### src/rtl/uart_loopback_fifo.sv
// UART loopback with RX/TX state machines, FIFO buffering and RTS/CTS.
// Bypass mode reproduces the plain wire loopback on both TX and FMC test pin.
module uart_loopback_fifo #(
  parameter int ClksPerBit   = 868,
  parameter int DataBits     = 8,
  parameter int FifoDepth    = 16,
  parameter int RtsThreshold = 12
) (
  input  logic                             i_clk,
  input  logic                             i_rst_n,
  input  logic                             i_uart_rx,
  output logic                             o_uart_tx,
  output logic                             o_uart_rts_n,
  input  logic                             i_uart_cts_n,
  input  logic                             i_bypass,
  output logic                             o_fmc_uart_test,
  output logic [$clog2(FifoDepth+1)-1:0]   o_fifo_count,
  output logic                             o_overflow,
  output logic                             o_frame_err,
  input  logic                             i_clr_err
);

  localparam int CW = $clog2(ClksPerBit);
  localparam int BW = $clog2(DataBits + 1);
  localparam int AW = $clog2(FifoDepth);
  localparam int NW = $clog2(FifoDepth + 1);

  localparam logic [CW-1:0] BitEnd  = CW'(ClksPerBit - 1);
  localparam logic [CW-1:0] HalfEnd = CW'(ClksPerBit / 2 - 1);
  localparam logic [BW-1:0] LastBit = BW'(DataBits - 1);
  localparam logic [NW-1:0] Full    = NW'(FifoDepth);
  localparam logic [NW-1:0] Thr     = NW'(RtsThreshold);

  localparam logic [1:0] S_IDLE  = 2'd0;
  localparam logic [1:0] S_START = 2'd1;
  localparam logic [1:0] S_DATA  = 2'd2;
  localparam logic [1:0] S_STOP  = 2'd3;

  logic                rx_s1, rx_s;
  logic                cts_s1, cts_s;

  logic [1:0]          rx_st;
  logic [CW-1:0]       rx_cnt;
  logic [BW-1:0]       rx_idx;
  logic [DataBits-1:0] rx_sh;
  logic                rx_brk;
  logic                rx_push, rx_ferr;

  logic [1:0]          tx_st;
  logic [CW-1:0]       tx_cnt;
  logic [BW-1:0]       tx_idx;
  logic [DataBits-1:0] tx_sh;
  logic                tx_reg;
  logic                tx_end, tx_go, pop;

  logic [DataBits-1:0] mem [FifoDepth];
  logic [AW-1:0]       wptr, rptr;
  logic [NW-1:0]       count;
  logic                wr_ok, ovf_set;
  logic                ovf, ferr, rts_n;

  // Two-stage synchronisers for the asynchronous RX and CTS lines
  always_ff @(posedge i_clk or negedge i_rst_n) begin
    if (!i_rst_n) begin
      rx_s1  <= 1'b1;
      rx_s   <= 1'b1;
      cts_s1 <= 1'b1;
      cts_s  <= 1'b1;
    end else begin
      rx_s1  <= i_uart_rx;
      rx_s   <= rx_s1;
      cts_s1 <= i_uart_cts_n;
      cts_s  <= cts_s1;
    end
  end

  assign rx_push = (rx_st == S_STOP) && !rx_brk
                && (rx_cnt == BitEnd) && rx_s;
  assign rx_ferr = (rx_st == S_STOP) && !rx_brk
                && (rx_cnt == BitEnd) && !rx_s;

  // RX frame receiver; a bad stop bit parks in STOP until the line idles
  always_ff @(posedge i_clk or negedge i_rst_n) begin
    if (!i_rst_n) begin
      rx_st  <= S_IDLE;
      rx_cnt <= '0;
      rx_idx <= '0;
      rx_sh  <= '0;
      rx_brk <= 1'b0;
    end else begin
      unique case (rx_st)
        S_IDLE: begin
          rx_cnt <= '0;
          rx_idx <= '0;
          rx_brk <= 1'b0;
          if (!rx_s) rx_st <= S_START;
        end
        S_START: begin
          if (rx_cnt == HalfEnd) begin
            rx_cnt <= '0;
            rx_st  <= rx_s ? S_IDLE : S_DATA;
          end else begin
            rx_cnt <= rx_cnt + CW'(1);
          end
        end
        S_DATA: begin
          if (rx_cnt == BitEnd) begin
            rx_cnt <= '0;
            rx_sh  <= {rx_s, rx_sh[DataBits-1:1]};
            rx_idx <= rx_idx + BW'(1);
            if (rx_idx == LastBit) rx_st <= S_STOP;
          end else begin
            rx_cnt <= rx_cnt + CW'(1);
          end
        end
        S_STOP: begin
          if (rx_brk) begin
            if (rx_s) rx_st <= S_IDLE;
          end else if (rx_cnt == BitEnd) begin
            rx_cnt <= '0;
            if (rx_s) rx_st <= S_IDLE;
            else      rx_brk <= 1'b1;
          end else begin
            rx_cnt <= rx_cnt + CW'(1);
          end
        end
      endcase
    end
  end

  assign tx_end = (tx_cnt == BitEnd);
  assign tx_go  = (count != '0) && !cts_s;
  assign pop    = tx_go && ((tx_st == S_IDLE)
               || ((tx_st == S_STOP) && tx_end));

  // TX frame generator; chaining from STOP keeps frames back-to-back
  always_ff @(posedge i_clk or negedge i_rst_n) begin
    if (!i_rst_n) begin
      tx_st  <= S_IDLE;
      tx_cnt <= '0;
      tx_idx <= '0;
      tx_sh  <= '0;
      tx_reg <= 1'b1;
    end else if (pop) begin
      tx_st  <= S_START;
      tx_cnt <= '0;
      tx_sh  <= mem[rptr];
      tx_reg <= 1'b0;
    end else begin
      unique case (tx_st)
        S_IDLE: begin
          tx_cnt <= '0;
          tx_reg <= 1'b1;
        end
        S_START: begin
          if (tx_end) begin
            tx_cnt <= '0;
            tx_idx <= '0;
            tx_reg <= tx_sh[0];
            tx_st  <= S_DATA;
          end else begin
            tx_cnt <= tx_cnt + CW'(1);
          end
        end
        S_DATA: begin
          if (tx_end) begin
            tx_cnt <= '0;
            if (tx_idx == LastBit) begin
              tx_reg <= 1'b1;
              tx_st  <= S_STOP;
            end else begin
              tx_reg <= tx_sh[1];
              tx_sh  <= tx_sh >> 1;
              tx_idx <= tx_idx + BW'(1);
            end
          end else begin
            tx_cnt <= tx_cnt + CW'(1);
          end
        end
        S_STOP: begin
          if (tx_end) begin
            tx_cnt <= '0;
            tx_st  <= S_IDLE;
          end else begin
            tx_cnt <= tx_cnt + CW'(1);
          end
        end
      endcase
    end
  end

  assign wr_ok   = rx_push && ((count != Full) || pop);
  assign ovf_set = rx_push && (count == Full) && !pop;

  // FIFO storage
  always_ff @(posedge i_clk) begin
    if (wr_ok) mem[wptr] <= rx_sh;
  end

  // FIFO pointers and occupancy
  always_ff @(posedge i_clk or negedge i_rst_n) begin
    if (!i_rst_n) begin
      wptr  <= '0;
      rptr  <= '0;
      count <= '0;
    end else begin
      if (wr_ok) wptr <= wptr + AW'(1);
      if (pop)   rptr <= rptr + AW'(1);
      unique case ({wr_ok, pop})
        2'b10:   count <= count + NW'(1);
        2'b01:   count <= count - NW'(1);
        default: count <= count;
      endcase
    end
  end

  // Sticky error flags and RTS; a set beats a same-cycle clear
  always_ff @(posedge i_clk or negedge i_rst_n) begin
    if (!i_rst_n) begin
      ovf   <= 1'b0;
      ferr  <= 1'b0;
      rts_n <= 1'b1;
    end else begin
      if (ovf_set)        ovf <= 1'b1;
      else if (i_clr_err) ovf <= 1'b0;
      if (rx_ferr)        ferr <= 1'b1;
      else if (i_clr_err) ferr <= 1'b0;
      rts_n <= (count >= Thr);
    end
  end

  assign o_uart_tx       = i_bypass ? i_uart_rx : tx_reg;
  assign o_fmc_uart_test = i_bypass ? i_uart_rx : tx_reg;
  assign o_uart_rts_n    = rts_n;
  assign o_fifo_count    = count;
  assign o_overflow      = ovf;
  assign o_frame_err     = ferr;

endmodule

### config.mk
export PLATFORM = sky130hd
export DESIGN_NAME = uart_loopback_fifo
export DESIGN_NICKNAME = d
export VERILOG_FILES = /design/src/rtl/uart_loopback_fifo.sv
export SDC_FILE = /design/constraint.sdc
export NUM_CORES = 1
export LEC_CHECK = 0
export CAP_MARGIN = 15
export CORE_ASPECT_RATIO = 1.5
export CORE_MARGIN = 2
export CORE_UTILIZATION = 60
export CTS_BUF_LIST = sky130_fd_sc_hd__clkbuf_8
export CTS_CLUSTER_SIZE = 40
export DETAILED_ROUTE_END_ITERATION = 10
export HOLD_SLACK_MARGIN = 0.08
export MAX_ROUTING_LAYER = met4
export PLACE_DENSITY = 0.79
export SKIP_LAST_GASP = 1
export SYNTH_ARGS = -nofsm -noshare
export SYNTH_HDL_FRONTEND = slang
export SYNTH_SLANG_ARGS = --single-unit
### constraint.sdc
create_clock -name i_clk -period 4.31 [get_ports i_clk]
set_clock_uncertainty 0.1 [all_clocks]
set_input_delay 1.293 -clock i_clk [delete_from_list [all_inputs] [get_ports i_clk]]
set_output_delay 1.293 -clock i_clk [all_outputs]
set_load 0.05 [all_outputs]
# --- Word level (Yosys, flattened, before mapping) ---
# Memory sizes are Yosys's and may differ from the RTL's.
# Index checks and enable logic that the tools add are counted.
classes:
  order_cmp: 1
  bitwise: 1
  add_sub_neg: 8
  mux: 48
  n_reduce_logical: 37
  n_eq_ne: 29
op_table:
  columns: ["op", "count"]
  rows:
  - ["2-to-1 mux 10 bit", 5]
  - ["one-hot mux 10 bit (4 select lines)", 1]
  - ["2-to-1 mux 8 bit", 4]
  - ["2-to-1 mux 2 bit", 13]
  - ["adder 10 x 1 -> 10 bit, second input constant", 2]
  - ["== test 10 bit, second input constant", 2]
  - ["one-hot mux 10 bit (2 select lines)", 1]
  - ["!= test 2 bit, second input constant", 9]
  - ["adder 4 x 1 -> 4 bit, second input constant", 4]
  - ["2-to-1 mux 4 bit", 4]
  - ["one-hot mux 4 bit (2 select lines)", 2]
  - ["nonzero test 2 bit", 8]
  - ["AND reduction 5 bit", 3]
  - ["2-to-1 mux 1 bit", 13]
  - ["!= test 3 bit, second input constant", 4]
  - ["== test 10 x 9 -> 1 bit, second input constant", 1]
  - ["== test 2 bit, second input constant", 5]
  - ["logical AND 1 bit", 10]
  - ["one-hot mux 5 bit (2 select lines)", 1]
  - ["== test 4 x 3 -> 1 bit, second input constant", 2]
  - ["one-hot mux 2 bit (4 select lines)", 1]
  - ["nonzero test 4 bit", 2]
  - ["== test 2 x 1 -> 1 bit, second input constant", 3]
  - ["one-hot mux 2 bit (3 select lines)", 1]
  - ["other kinds (16)", 23]
totals:
  elab_cells: 145
  in_bits: 6
  regBits: 70
  out_inout_bits: 10
  n_memories: 1
  mem_bits_rw: 128
mem_list:
  columns: ["memory", "depth", "width", "rd", "rd_ports_with_merged_regs", "wr", "line_no", "source"]
  rows:
  - ["mem", 16, 8, 1, 0, 1, "56", "logic [DataBits-1:0] mem [FifoDepth];"]

# --- Longest topological paths before layout ---
# Gate-level depths: netlist (run 1).
depth:
  word_depth: 8
  ltp_mapped: 13
  ltp_nobuf: 11

# --- Least setup slack after synthesis (run 1) ---
# OpenSTA, ideal clock, no wires.
synth_timing:
  kind: "in2out"
  startpoint: "in i_bypass"
  endpoint: "out o_uart_tx"
  setup_slack_ns: 0.948
  path_buffers: 1
  stages: 2
  t_required_ns: 2.917
  arrival_ns: 1.969
  path_cell_list: "mux2_2 > buf_4"
synth_between:
  elab_chain_cells: 1
synth_lines:
  columns: ["item", "line_no", "source"]
  rows:
  - ["start, declared", "15", "input logic i_bypass,"]
  - ["2-to-1 mux 1 bit", "232", "assign o_uart_tx = i_bypass ? i_uart_rx : tx_reg;"]
  - ["end, declared", "12", "output logic o_uart_tx,"]
# No other way between the ends.

# --- Final worst setup path (run 1) ---
layout_timing:
  startpoint: "in i_bypass"
  endpoint: "out o_fmc_uart_test"
layout_between:
  elab_chain_cells: 1
layout_lines:
  columns: ["item", "line_no", "source"]
  rows:
  - ["2-to-1 mux 1 bit", "233", "assign o_fmc_uart_test = i_bypass ? i_uart_rx : tx_reg;"]
  - ["end, declared", "16", "output logic o_fmc_uart_test,"]
# No other way between the ends.

==> impl_metrics.py, run 1 <==
metrics = {
    "logic_synthesis": {
        "yosys.area_share.simple": 0.08618,
        "synth.mux.area_fraction": 0.1271,
        "ys_seq_area_frac": 0.6519,
        "ys.warnings.count": 0,
        "synth_compound_area_frac": 0.04833,
        "synth.area.top_cells": "edfxtp_1, dfrtp_1, mux4_2",
        "yosys.area.top_type": "edfxtp_1",
        "ys_ff_latch": 198,
        "synth_edf_count": 128,
        "syn_inst": 552,
        "synth_fa_ha_area_frac": 0.03203,
        "yosysTopAreaCellShare": 0.4472,
        "synth_nets": 580,
        "synth_commonest_cells": "edfxtp_1, dfrtp_1, nand2_1, mux4_2, nor2_1",
        "synth_top_family_by_area": "multiplexers",
        "synth_xor_area_frac": 0.02955,
        "async_flop_share": 0.3535,
        "synth_area_per_cell_um2": 15.57,
        "synth_most_common_cell": "edfxtp_1",
        "netlist_area_um2": 8594,
        "synth_cell_types": 62,
        "synthFlopType": "edfxtp_1",
    },
    "floorplan": {
        "die_w_um": 101.7,
        "die_h_um": 150.6,
        "core_area_um2": 13990,
        "io_pins": 16,
        "dieArea_um2": 15320,
        "rows": 53,
        "start_util": 0.6142,
    },
    "power": {
        "power.share.clock": 0.369,
        "vdd_drop_max_mv": 0.2133,
        "power_mw": 3.225,
        "power_frac_seq": 0.622,
        "switching_share": 0.2116,
        "p_per_area_nw_per_um2": 345.4,
        "p_leak_nw": 2.957,
        "p_int_mw": 2.543,
        "p_sw_uw": 682.5,
        "p_comb_frac": 0.008,
    },
    "routing": {
        "wl_per_cell_um": 20.49,
        "drt_iter0_drc": 293,
        "drc": 0,
        "drt-total-wl_um": 15900,
        "vias_per_cell": 6.048,
        "vias": 4693,
        "dr.pass1.iters": 4,
        "ant_nets": 0,
    },
    "final_layout": {
        "regMostFlops": "mem",
        "largest_reg_flops": 128,
        "final_nets": 600,
        "antenna_cells": 0,
        "reg_top3": "mem (128), rx_cnt (10), tx_cnt (10)",
        "drive_above_1_share": 0.1986,
        "area_growth_pct": 8.648,
        "register_area_um2": 5605,
        "fill_cells": 933,
        "finalNonFillerCells": 776,
        "multiInputGateArea_um2": 2778,
    },
    "setup_path": {
        "slowest_stage": "clkdlybuf4s50_1",
        "crit_chain": "clkdlybuf4s50_1, mux2_2, buf_4",
        "critPathMaxFanout": 2,
        "crit_path_max_incr_delay_ps": 460,
        "worstSetupStartpointType": "primary input",
        "cp.arrival_ps": 2280,
        "critPathKind": "in -> out",
        "cp.required_ps": 2920,
        "endpoint_kind": "output pin",
    },
    "sta": {
        "finalMaxSlewViolations": 0,
        "finalSetupTns_ps": 0,
        "finalHoldViolCount": 0,
        "worst_slack_ps": 636.3,
        "period_share": 0.8524,
        "holdWs_ps": 247.1,
        "worst_slew_pin_slew_ps": 874.8,
        "fin_crit_ps": 3674,
        "setup_violations": 0,
        "fmax_ghz": 0.2722,
        "relSlewSlack": 0.4168,
        "grt_setup_unrepaired": "no",
    },
    "clock_network": {
        "ctsResizeCount": 0,
        "cts.htree.levels": 4,
        "cts_made_buffers": 17,
        "postCtsSetupRepairBufs": 0,
        "clock_path_buffers": 2,
        "clkSinkCount": 198,
        "cts_root_buffer": "clkbuf_8",
        "clk_latency_ps": 460,
        "cts_tree": "yes",
        "cts_hold_buf": 0,
        "clk_pin_slew_ps": 100,
    },
    "placed_design": {
        "hpwl_um": 10660,
        "place.gp.congestion": 0.8775,
        "io_buffers": 15,
        "pre_cts_slack_ps": 635.5,
        "dpl.cell_count": 744,
    },
    "global_route": {
        "overflow": 0,
        "grt_pass1_vias": 4775,
        "grt_util_all_layers": 0.2312,
        "grt_max_degree": 47,
        "grt_pass1_wl_um": 25250,
        "antenna_found_initial": 0,
    },
    "run": {
        "drv_cap": 0,
    },
    "worst_hold_path": {
        "hp-class": "reg -> reg",
    },
    "outcome": {
        "outcome": "finished, final reports clean",
    },
}
power groups by stage:
stage,sequential (mW),combinational [mW],clock [mW]
after global routing,2.01,0.0301,1.29
after CTS,2.01,0.0255,1.21
final,2.01,0.0266,1.19
after floorplan,2.05,0.00568,0
after global placement,2.05,0.0249,0
after detailed placement,2.05,0.0254,0
cells in the final DEF, fill, tap and decap left out, types with 5 or more instances in the layout:
cell	n
nor3_1	8
buf_4	13
mux2i_1	9
dfrtp_1	62
nand4_1	10
edfxtp_1	128
a21oi_1	6
inv_1	19
ha_1	22
nor4_1	5
o21ai_0	13
xnor2_1	16
nor2_1	32
nand3_1	9
and3_1	7
a22o_1	5
xor2_1	13
clkbuf_8	17
o21ai_1	7
dfstp_2	6
clkdlybuf4s50_1	12
mux2_2	8
mux4_2	40
nand2_1	42
logic make-up after synthesis:
kind of cell | after synthesis
compound gates | 59
xor+xnor | 29
fa+ha+maj | 22
buf+inv | 46
flops | 198
mux | 58
simple gates | 140
final cells by class:
class | instances | area share
inverters | 20 | 0.008040
well taps | 192 | 0.02573
repair buffers | 27 | 0.02599
multi-input cells | 308 | 0.2975
flip-flops and latches | 198 | 0.6003
clock inverters | 14 | 0.01742
clock buffers | 17 | 0.02506
routing by layer:
layer / track usage / part of all wire / routed length, um / vias to the layer above
met2: 0.4026 / 0.56 / 8830 / 97
met5: - / 0 / 0 / -
li1: - / - / - / 2120
met3: 0.04039 / 0.032 / 507 / 21
met4: 0.07635 / 0.019 / 308 / 0
met1: 0.2703 / 0.39 / 6251 / 2455
critical path: cells and delay by family:
family                 cells  cell delay (ps)
buffers and inverters      2              650
muxes                      1              340
through the flow:
step,util,cell area [um^2]
floorplan,-,8594
global placement,0.6376,8921
detailed placement,0.6376,8921
CTS,0.6659,9318
global route,0.6674,9338
finish,0.6674,9338
final timing paths:
path,start,cells after the start,end,slack [ps]
setup / recovery,i_bypass,3,o_fmc_uart_test,640
hold / removal,cts_s1$_DFF_PN1_,0,cts_s$_DFF_PN1_,250
setup reg to reg,tx_cnt[0]$_DFF_PN0_,7,mem[15][2]$_DFFE_PP_,1140
hold reg to reg,cts_s1$_DFF_PN1_,0,cts_s$_DFF_PN1_,250
max in group asynchronous,i_rst_n,3,tx_reg$_DFFE_PN1P_,2520
min in group asynchronous,i_rst_n,1,rx_cnt[8]$_DFFE_PN0P_,650
Power figures use the tool's default switching activity.
==> run 2: changes to the inputs <==
--- a/config.mk
+++ b/config.mk
@@ -6,7 +6,7 @@
 export NUM_CORES = 1
 export LEC_CHECK = 0
 export CAP_MARGIN = 15
-export CORE_ASPECT_RATIO = 1.5
+export CORE_ASPECT_RATIO = 0.75
 export CORE_MARGIN = 2
 export CORE_UTILIZATION = 60
 export CTS_BUF_LIST = sky130_fd_sc_hd__clkbuf_8
==> run 2 against run 1 <==
Utilization is 0.64 points higher. Register-to-register slack better by 70 ps. Sequential power hardly changed. Routed wire length up 2.0%. Via count shrank 0.55%. Critical path depth is the same. Cell count is 2.1% lower.
==> impl_metrics.py, run 2 (synthesis results as in run 1) <==
metrics = {
    "outcome": {
        "outcome": "finished, final reports clean",
    },
    "floorplan": {
        "dieArea_um2": 15310,
        "die_h_um": 107.7,
        "start_util": 0.6209,
        "io_pins": 16,
        "die_w_um": 142.2,
        "rows": 37,
        "core_area_um2": 13840,
    },
    "global_route": {
        "grt_pass1_wl_um": 25990,
        "overflow": 0,
        "antenna_found_initial": 0,
        "grt_util_all_layers": 0.2399,
        "grt_pass1_vias": 4567,
        "grt_max_degree": 44,
    },
    "final_layout": {
        "reg_top3": "mem (128), rx_cnt (10), tx_cnt (10)",
        "largest_reg_flops": 128,
        "mostFrequentLayoutCells": "edfxtp_1, dfrtp_1, nand2_1, mux4_2, nor2_1",
        "fin_area_um2": 9326,
        "regMostFlops": "mem",
        "layout_commonest_cell": "edfxtp_1",
        "antenna_cells": 0,
        "drive_above_1_share": 0.1915,
        "area_growth_pct": 8.516,
        "final_nets": 600,
    },
    "clock_network": {
        "clk_latency_ps": 460,
        "ctsResizeCount": 0,
        "cts_root_buffer": "clkbuf_8",
        "cts_tree": "yes",
        "cts.htree.levels": 4,
        "postCtsSetupRepairBufs": 0,
        "cts_made_buffers": 17,
        "cts_hold_buf": 0,
        "clock_path_buffers": 2,
        "clkSinkCount": 198,
        "clk_pin_slew_ps": 90,
    },
    "setup_path": {
        "endpoint_kind": "output pin",
        "critPathMaxFanout": 2,
        "r2r_setup_slack_ps": 1210,
        "reg2reg_depth": 7,
        "cp.arrival_ps": 2290,
        "cp.required_ps": 2920,
        "critPathKind": "in -> out",
        "endpoint": "o_fmc_uart_test",
        "timing.rr.end": "mem[12][5]$_DFFE_PP_",
        "timing.rr.start": "tx_cnt[0]$_DFF_PN0_",
        "worstSetupStartpointType": "primary input",
        "startpoint": "i_bypass",
    },
    "worst_hold_path": {
        "hp-class": "reg -> reg",
    },
    "sta": {
        "finalHoldViolCount": 0,
        "finalMaxSlewViolations": 0,
        "worst_slack_ps": 626.7,
        "setup_violations": 0,
        "grt_setup_unrepaired": "no",
        "period_share": 0.8546,
        "worst_slew_pin_slew_ps": 930.8,
        "fmax_ghz": 0.2715,
        "fin_crit_ps": 3683,
        "finalSetupTns_ps": 0,
        "relSlewSlack": 0.3795,
        "holdWs_ps": 262.2,
    },
    "power": {
        "power_mw": 3.269,
        "p_leak_nw": 2.986,
        "p_per_area_nw_per_um2": 350.5,
        "vdd_drop_max_mv": 0.2363,
    },
    "routing": {
        "vias": 4667,
        "ant_nets": 0,
        "drt_iter0_drc": 446,
        "drc": 0,
        "wl_per_cell_um": 21.34,
        "vias_per_cell": 6.141,
        "dr.pass1.iters": 5,
        "drt-total-wl_um": 16220,
    },
    "placed_design": {
        "hpwl_um": 10740,
        "place.gp.congestion": 0.8273,
        "pre_cts_slack_ps": 627.4,
        "placed_cell_area_um2": 8907,
        "io_buffers": 15,
    },
    "run": {
        "drv_cap": 0,
    },
}
run 2: worst max-delay path: stages:
cell,delay [ps]
clkdlybuf4s50_1,460
mux2_2,340
buf_4,190
run 2: where the power goes:
part,leakage (nW),switching (mW),internal (mW)
combinational,0.943,0.0179,0.00611
clock,0.222,0.603,0.635
sequential,1.82,0.00191,2.01
run 2: how the worst min path moves through the flow:
| stage | slack [ps] | from | endpoint | cells after the start |
|---|---|---|---|---|
| floorplan | 250 | cts_s1$_DFF_PN1_ | cts_s$_DFF_PN1_ | 0 |
| global placement | 250 | cts_s1$_DFF_PN1_ | cts_s$_DFF_PN1_ | 0 |
| detailed placement | 250 | cts_s1$_DFF_PN1_ | cts_s$_DFF_PN1_ | 0 |
| CTS | 260 | cts_s1$_DFF_PN1_ | cts_s$_DFF_PN1_ | 0 |
| global route | 270 | cts_s1$_DFF_PN1_ | cts_s$_DFF_PN1_ | 0 |
| finish | 260 | cts_s1$_DFF_PN1_ | cts_s$_DFF_PN1_ | 0 |
run 2: area by class of cell:
cell class	count	area [um^2]
clock buffers	18	247.7
clock inverters	14	171.4
fillers	930	4516
inverters	20	75.07
multi-input cells	308	2778
flip-flops and latches	198	5605
well taps	175	219.0
repair buffers	27	230.2
run 2: per-layer routing:
layer | global-route usage | vias to the layer above | part of all wire
li1 | - | 2124 | -
met1 | 0.3531 | 2376 | 0.47
met2 | 0.3368 | 144 | 0.45
met3 | 0.05560 | 23 | 0.066
met4 | 0.07929 | 0 | 0.015
met5 | - | - | 0
run 2: per-stage QoR:
step | utilization | std cells
2_1_floorplan | - | 552
3_3_place_gp | 0.6435 | 728
3_5_place_dp | 0.6435 | 728
4_1_cts | 0.6738 | 760
5_1_grt | 0.6738 | 760
6_report | 0.6738 | 760
==> run 3: changes to the inputs <==
--- a/config.mk
+++ b/config.mk
@@ -6,7 +6,7 @@
 export NUM_CORES = 1
 export LEC_CHECK = 0
 export CAP_MARGIN = 15
-export CORE_ASPECT_RATIO = 0.75
+export CORE_ASPECT_RATIO = 0.6
 export CORE_MARGIN = 2
 export CORE_UTILIZATION = 60
 export CTS_BUF_LIST = sky130_fd_sc_hd__clkbuf_8
==> run 3 against run 2 <==
Sequential cell count unchanged. Via count increased by 0.45%. Sequential power hardly changed. Sequential share of layout area is essentially flat. Register-to-register slack hardly changed. Setup slack improved by 5.2 ps. Die area up 0.14%. Critical path type unchanged. Critical endpoint is now o_uart_tx.
==> impl_metrics.py, run 3 (synthesis results as in run 1) <==
metrics = {
    "placed_design": {
        "dpl.cell_count": 745,
        "pre_cts_slack_ps": 629.8,
        "io_buffers": 15,
        "hpwl_um": 10970,
        "placed_cell_area_um2": 8929,
        "place.gp.congestion": 0.8408,
    },
    "clock_network": {
        "ctsResizeCount": 0,
        "clk_latency_ps": 470,
        "cts_tree": "yes",
        "cts_root_buffer": "clkbuf_8",
        "clk_pin_slew_ps": 100,
        "cts.htree.levels": 4,
        "cts_made_buffers": 17,
        "postCtsSetupRepairBufs": 0,
        "clock_path_buffers": 2,
        "clkSinkCount": 198,
        "cts_hold_buf": 0,
    },
    "routing": {
        "vias": 4688,
        "vias_per_cell": 6.033,
        "drt-total-wl_um": 16370,
        "wl_per_cell_um": 21.07,
        "drt_iter0_drc": 363,
        "drc": 0,
        "ant_nets": 0,
        "dr.pass1.iters": 5,
    },
    "floorplan": {
        "core_area_um2": 13830,
        "start_util": 0.6213,
        "rows": 33,
        "dieArea_um2": 15330,
        "die_h_um": 96.71,
        "io_pins": 16,
        "die_w_um": 158.5,
    },
    "setup_path": {
        "worstSetupStartpointType": "primary input",
        "endpoint_kind": "output pin",
        "critPathKind": "in -> out",
        "crit_chain": "clkdlybuf4s50_1, mux2_2, buf_4",
        "r2r_setup_slack_ps": 1200,
        "cp.required_ps": 2920,
        "slowest_stage": "clkdlybuf4s50_1",
        "cp.arrival_ps": 2290,
        "crit_path_max_incr_delay_ps": 460,
        "critPathMaxFanout": 2,
    },
    "final_layout": {
        "finalNonFillerCells": 777,
        "antenna_cells": 0,
        "mostFrequentLayoutCells": "edfxtp_1, dfrtp_1, nand2_1, mux4_2, nor2_1",
        "reg_top3": "mem (128), rx_cnt (10), tx_cnt (10)",
        "drive_above_1_share": 0.2000,
        "fin_area_um2": 9321,
        "final_util": 0.6739,
        "layout_commonest_cell": "edfxtp_1",
        "final_nets": 600,
        "regMostFlops": "mem",
        "area_growth_pct": 8.458,
        "largest_reg_flops": 128,
    },
    "global_route": {
        "grt_util_all_layers": 0.2397,
        "antenna_found_initial": 1,
        "overflow": 0,
        "grt_max_degree": 71,
        "grt_pass1_vias": 4652,
        "grt_pass1_wl_um": 26050,
    },
    "sta": {
        "period_share": 0.8534,
        "grt_setup_unrepaired": "no",
        "relSlewSlack": 0.3962,
        "worst_slack_ps": 631.9,
        "finalSetupTns_ps": 0,
        "finalMaxSlewViolations": 0,
        "setup_violations": 0,
        "worst_slew_pin_slew_ps": 905.7,
        "fin_crit_ps": 3678,
        "fmax_ghz": 0.2719,
        "holdWs_ps": 262.6,
        "finalHoldViolCount": 0,
    },
    "outcome": {
        "outcome": "finished, final reports clean",
    },
    "power": {
        "p_per_area_nw_per_um2": 340.9,
        "p_leak_nw": 2.957,
        "vdd_drop_max_mv": 0.1864,
        "power_mw": 3.178,
    },
    "run": {
        "drv_cap": 0,
    },
    "worst_hold_path": {
        "hp-class": "reg -> reg",
    },
}
run 3: area by class of cell:
| cell class | count | area, um^2 |
|---|---|---|
| Clock buffer | 17 | 234.0 |
| Clock inverter | 15 | 158.9 |
| Fill cell | 934 | 4511 |
| Inverter | 20 | 75.07 |
| Multi-Input combinational cell | 308 | 2778 |
| Sequential cell | 198 | 5605 |
| Tap cell | 192 | 240.2 |
| Timing Repair Buffer | 27 | 230.2 |
run 3: critical path, delay by kind of cell:
kind	cells	cell delay [ps]
buffers and inverters	2	650
muxes	1	340
run 3: path summary, 6_finish.rpt:
| kind | from | end | cells after the start |
|---|---|---|---|
| worst max-delay path | i_bypass | o_uart_tx | 3 |
| worst min-delay path | cts_s1$_DFF_PN1_ | cts_s$_DFF_PN1_ | 0 |
| worst max register to register | tx_cnt[0]$_DFF_PN0_ | mem[15][0]$_DFFE_PP_ | 7 |
| worst min register to register | cts_s1$_DFF_PN1_ | cts_s$_DFF_PN1_ | 0 |
| max in group asynchronous | i_rst_n | rptr[0]$_DFFE_PN0N_ | 2 |
| min in group asynchronous | i_rst_n | tx_cnt[8]$_DFF_PN0_ | 2 |
run 3: layer usage:
layer | up-vias | global-route usage | routed length (um) | part of all wire
met3 | 12 | 0.06138 | 1216 | 0.074
met4 | 0 | 0.06098 | 127 | 0.0078
met1 | 2418 | 0.3690 | 7735 | 0.47
met2 | 136 | 0.3237 | 7291 | 0.45
met5 | - | - | 0 | 0
li1 | 2122 | - | - | -
run 3: where the power goes:
part	switching (mW)	internal (mW)
registers	0.00202	2.01
logic	0.0182	0.00608
clock network	0.709	0.437
